## src/rtl/mem_stage_ctrl.sv

```systemverilog
// mem_stage_ctrl: memory-stage controller between the EX/MEM latch and the
// data cache. Loads and stores are captured and then held on the cache
// interface until dhit. Non-memory instructions are forwarded straight to the
// registered MEM/WB outputs. Branch resolution is combinational.
//
// Optional feature: define MEM_LUI_MERGE_EN to have a valid lUI write
// {imm_lui, 16'h0000} instead of alu_out.
//
// Handshake: the upstream stage presents an instruction with ex_valid=1 and
// must hold every EX/MEM input stable while mem_busy=1. An instruction is
// consumed on the first rising edge where ex_valid=1 and mem_busy=0. A memory
// operation is the exception: it is consumed on the edge that takes IDLE to
// ACCESS, even though mem_busy is high in that cycle. On the cache side,
// dmemREN/dmemWEN act as a request valid. The request, dmemaddr and dmemstore
// stay constant until dhit=1 is sampled on a rising edge, which completes it.
module mem_stage_ctrl (
  input  logic        CLK,
  input  logic        RST,
  input  logic        ex_valid,
  input  logic        dREN,
  input  logic        dWEN,
  input  logic        bNE,
  input  logic        bEQ,
  input  logic        jAL,
  input  logic        flagZero,
  input  logic        lUI,
  input  logic [31:0] pcplusfour,
  input  logic [31:0] rdat2,
  input  logic [31:0] branch_addr,
  input  logic [31:0] alu_out,
  input  logic [4:0]  dest_reg,
  input  logic [15:0] imm_lui,
  input  logic        dhit,
  input  logic [31:0] dmemload,
  output logic        dmemREN,
  output logic        dmemWEN,
  output logic [31:0] dmemaddr,
  output logic [31:0] dmemstore,
  output logic        mem_busy,
  output logic        branch_taken,
  output logic [31:0] branch_target,
  output logic        wb_valid,
  output logic        wb_wen,
  output logic [4:0]  wb_dest,
  output logic [31:0] wb_data,
  output logic        dbgState
);

  typedef enum logic {IDLE = 1'b0, ACCESS = 1'b1} state_t;

  state_t      state;
  logic [31:0] capAddr;
  logic [31:0] capStore;
  logic [4:0]  capDest;
  logic        capIsStore;
  logic        memOp;

  assign memOp         = dREN | dWEN;
  assign dmemaddr      = capAddr;
  assign dmemstore     = capStore;
  assign branch_target = branch_addr;
  assign dbgState      = (state == ACCESS);

  // Stall upstream while a memory op is being accepted or is still waiting on the cache
  assign mem_busy = ((state == IDLE) & ex_valid & memOp) |
                    ((state == ACCESS) & ~dhit);

  // Branch outcome is resolved only for instructions seen in IDLE
  assign branch_taken = (state == IDLE) & ex_valid &
                        ((bEQ & flagZero) | (bNE & ~flagZero));

`ifndef MEM_LUI_MERGE_EN
  // lUI and imm_lui are deliberately unused when the LUI merge is disabled
  logic unusedLui;
  assign unusedLui = ^{lUI, imm_lui};
`endif

  // Controller FSM: capture, cache access and MEM/WB register update
  always_ff @(posedge CLK or posedge RST) begin
    if (RST) begin
      state      <= IDLE;
      dmemREN    <= 1'b0;
      dmemWEN    <= 1'b0;
      capAddr    <= '0;
      capStore   <= '0;
      capDest    <= '0;
      capIsStore <= 1'b0;
      wb_valid   <= 1'b0;
      wb_wen     <= 1'b0;
      wb_dest    <= '0;
      wb_data    <= '0;
    end else begin
      case (state)
        IDLE: begin
          if (ex_valid && memOp) begin
            // A store wins when both request bits are set
            state      <= ACCESS;
            capAddr    <= alu_out;
            capStore   <= rdat2;
            capDest    <= dest_reg;
            capIsStore <= dWEN;
            dmemREN    <= dREN & ~dWEN;
            dmemWEN    <= dWEN;
            wb_valid   <= 1'b0;
            wb_wen     <= 1'b0;
          end else if (ex_valid) begin
            wb_valid <= 1'b1;
            if (jAL) begin
              wb_wen  <= 1'b1;
              wb_dest <= 5'd31;
              wb_data <= pcplusfour;
            end else if (bEQ || bNE) begin
              wb_wen  <= 1'b0;
              wb_dest <= dest_reg;
              wb_data <= alu_out;
`ifdef MEM_LUI_MERGE_EN
            end else if (lUI) begin
              wb_wen  <= 1'b1;
              wb_dest <= dest_reg;
              wb_data <= {imm_lui, 16'h0000};
`endif
            end else begin
              wb_wen  <= 1'b1;
              wb_dest <= dest_reg;
              wb_data <= alu_out;
            end
          end else begin
            wb_valid <= 1'b0;
            wb_wen   <= 1'b0;
          end
        end
        ACCESS: begin
          if (dhit) begin
            state    <= IDLE;
            dmemREN  <= 1'b0;
            dmemWEN  <= 1'b0;
            wb_valid <= 1'b1;
            wb_wen   <= ~capIsStore;
            wb_dest  <= capDest;
            wb_data  <= capIsStore ? capStore : dmemload;
          end else begin
            wb_valid <= 1'b0;
          end
        end
        default: state <= IDLE;
      endcase
    end
  end

endmodule

```

## config.mk

```make
export PLATFORM = sky130hd
export DESIGN_NAME = mem_stage_ctrl
export DESIGN_NICKNAME = d
export VERILOG_FILES = /design/src/rtl/mem_stage_ctrl.sv
export SDC_FILE = /design/constraint.sdc
export NUM_CORES = 1
export LEC_CHECK = 0
export ABC_AREA = 1
export CORE_AREA = 3 3 129 131
export CTS_BUF_LIST = sky130_fd_sc_hd__clkbuf_8
export CTS_CLUSTER_DIAMETER = 80
export CTS_CLUSTER_SIZE = 25
export DETAILED_ROUTE_END_ITERATION = 16
export DIE_AREA = 0 0 132 134
export PLACE_DENSITY = 0.88
export SYNTH_ARGS = -nofsm -noshare
export SYNTH_HDL_FRONTEND = slang
export SYNTH_SLANG_ARGS = --single-unit
```

## constraint.sdc

```tcl
create_clock -name CLK -period 12.9 [get_ports CLK]
set_clock_uncertainty 0.15 [all_clocks]
set_input_delay 3.87 -clock CLK [delete_from_list [all_inputs] [get_ports CLK]]
set_output_delay 3.87 -clock CLK [all_outputs]
set_load 0.03 [all_outputs]
```

==> impl_metrics.env <==
export IMPL_status="finished clean"
export IMPL_cap_violations=0
export IMPL_synthTopCellsByArea="dfrtp_1 47%, nand2_1 23%, inv_1 8.6%"
export IMPL_post_route_drc_count=0
export IMPL_cts_path_max_buffers=2
export IMPL_utilization_pct=54.3
export IMPL_worstReg2RegStart="dbgState"
export IMPL_grt_pass1_wl_um=30000
export IMPL_insertion_delay_ns=0.38
export IMPL_power_switching_uw=556
export IMPL_async_flop_share_pct=100
export IMPL_initial_core_util_pct=37.7
export IMPL_dp_hpwl_um=13100
export IMPL_hp_class="register to register"
export IMPL_die_area_sq_um=17700
export IMPL_peakVddDrop_mv=0.0897
export IMPL_synth_most_common_cell="nand2_1"
export IMPL_htree_levels=3
export IMPL_clkPwrFrac_pct=17.4
export IMPL_max_slew_worst_pin_slew_ns=1.16
export IMPL_worst_setup_path_type="input port to primary output"
export IMPL_combinationalPowerShare_pct=46.7
export IMPL_finalWirelength_um=19100
export IMPL_crit_path_start_kind="input port"
export IMPL_first_pass_iters=4
export IMPL_die_w_um=132
export IMPL_drive_above_1_share_pct=3.17
export IMPL_rsz0062_at_grt="no"
export IMPL_cp_required_ns=8.88
export IMPL_placementRows=46
export IMPL_synth_seq_cells=112
export IMPL_post_cts_setup_buffers=0
export IMPL_syn_cell_area_sq_um=5930
export IMPL_swShare_pct=40.9
export IMPL_p_per_area_nw_per_um2=160
export IMPL_finalMaxSlewViolations=0
export IMPL_vias_per_cell=4.70
export IMPL_areaGrowthSynthToFinish_pct=43.8
export IMPL_regArea_sq_um=2800
export IMPL_crit_end="mem_busy"
export IMPL_worstRegToRegCells=8
export IMPL_fillers=1434
export IMPL_postRouteAntennaNets=0
export IMPL_syn_inst=842
export IMPL_synth_warnings=0
export IMPL_route_met2_wl_um=9270
export IMPL_crit_arrival_ns=5.94
export IMPL_finalHoldViolations=0
export IMPL_synth_commonest_cells="365 x nand2_1, 136 x inv_1, 112 x dfrtp_1"
export IMPL_cts_resized=0
export IMPL_slew_headroom_pct=22.6
export IMPL_avgSynthCellArea_sq_um=7.04
export IMPL_synth_edf_count=0
export IMPL_multiInputGateArea_sq_um=2150
export IMPL_startpoint="dWEN"
export IMPL_wl_met3_um=1620
export IMPL_fin_nets=1227
export IMPL_m1WireLength_um=7450
export IMPL_syn_nets=1034
export IMPL_cts_buffers_inserted=9
export IMPL_gp_congestion=0.822
export IMPL_yosysUniqueCellTypes=18
export IMPL_core_area_sq_um=15700
export IMPL_fin_crit_sh_pct=77.2
export IMPL_ys_seq_area_share_pct=47.3
export IMPL_cp_end_kind="primary output"
export IMPL_grt_pass1_vias=5870
export IMPL_ff2ff_setup_slack_ns=10.34
export IMPL_overflow=0
export IMPL_cts_tree="done"
export IMPL_leakage_uw=0.00440
export IMPL_critPathMaxFanout=73
export IMPL_p_seq_share_pct=36.0
export IMPL_max_freq_mhz=100
export IMPL_grt_max_degree=74
export IMPL_antenna_found_initial=0
export IMPL_dr_total_vias=5908
export IMPL_fin_tns_setup_ns=0
export IMPL_diodes=0
export IMPL_placement_io_buffers=250
export IMPL_die_h_um=134
export IMPL_clk_pin_slew_ns=0.10
export IMPL_synth_top_area_share_pct=47.3
export IMPL_gr_usage_all_layers_pct=21.3
export IMPL_period_needed_ns=9.96
export IMPL_setup_viol=0
export IMPL_clockRootBuffer="clkbuf_8"
export IMPL_synth_top_cell_by_area="dfrtp_1"
export IMPL_power_internal_uw=805
export IMPL_dr_max_layer_used="met4"
export IMPL_cts_sinks=112
export IMPL_first_iter_violations=383
export IMPL_hold_buffers=0
export IMPL_ys_flop_type="dfrtp_1"
export IMPL_r2r_end="dmemstore[21]"
export IMPL_ios=332
export IMPL_wire_per_inst_um=15.2
metal layers:
metal / up-vias / track usage (%)
met5: - / 0
met4: 0 / 10.9
met3: 53 / 5.25
met2: 275 / 36.3
met1: 2717 / 25.1
li1: 2863 / -
cells by family after synthesis:
kind of cell / share of synthesized area (%)
buffers and inverters: 16.6
AO/OA/AOI/OAI: 6.58
flip-flops: 47.3
AND/OR/NAND/NOR: 29.6
cell type report:
| class | instances | area share (%) |
|---|---|---|
| repair buffers | 257 | 29.9 |
| multi-input cells | 515 | 25.3 |
| well taps | 216 | 3.17 |
| inverters | 140 | 6.19 |
| clock inverters | 6 | 0.983 |
| flip-flops and latches | 112 | 32.9 |
| clock buffers | 10 | 1.61 |
critical path, stage by stage:
cell,delay [ns]
clkdlybuf4s50_1,0.48
inv_1,0.06
nand2_1,0.21
nand2_4,0.45
nand2_1,0.19
clkdlybuf4s50_1,0.69
per-stage QoR:
step                total power (uW)  area (sq um)  hold slack [ns]  cells  setup WS (ns)
floorplan                        864          5930            0.299    842           4.30
global placement                1120          8310            0.306   1240           2.97
detailed placement              1130          8310            0.314   1240           2.93
CTS                             1370          8530            0.340   1256           2.90
global route                    1440          8530            0.355   1256           2.79
finish                          1360          8530            0.337   1256           2.94
power by group through the flow:
stage	combinational (uW)	sequential [uW]	clock [uW]
after global placement	628	491	0
after global routing	679	500	257
after floorplan	200	664	0
after CTS	639	489	244
final	635	489	237
after detailed placement	637	494	0
sequential cells by signal, summed over array words and instances, names as in the netlist:
register    cells
dmemREN         1
capIsStore      1
wb_dest         5
capDest         5
dmemWEN         1
dmemstore      32
wb_wen          1
wb_valid        1
wb_data        32
dbgState        1
dmemaddr       32
layout by cell type (no fill, tap or decap), drive strengths merged:
cell	instances
inv	140
clkbuf	10
nand3	67
nand2	367
clkdlybuf4s50	249
clkinvlp	2
clkinv	2
o21ai	76
nor2	3
a21oi	2
bufinv	2
buf	8
dfrtp	112
how the worst min path moves through the flow:
| stage | slack (ns) | cells past startpoint | from | end |
|---|---|---|---|---|
| 2_1_floorplan | 0.30 | 2 | capDest[2] | capDest[2] |
| 3_3_place_gp | 0.31 | 2 | wb_dest[2] | wb_dest[2] |
| 3_5_place_dp | 0.31 | 2 | wb_data[11] | wb_data[11] |
| 5_1_grt | 0.35 | 2 | wb_data[16] | wb_data[16] |
| 6_report | 0.34 | 2 | wb_data[11] | wb_data[11] |
| 4_1_cts | 0.34 | 2 | wb_data[11] | wb_data[11] |
Note: power is estimated with default switching activity, not from simulation.
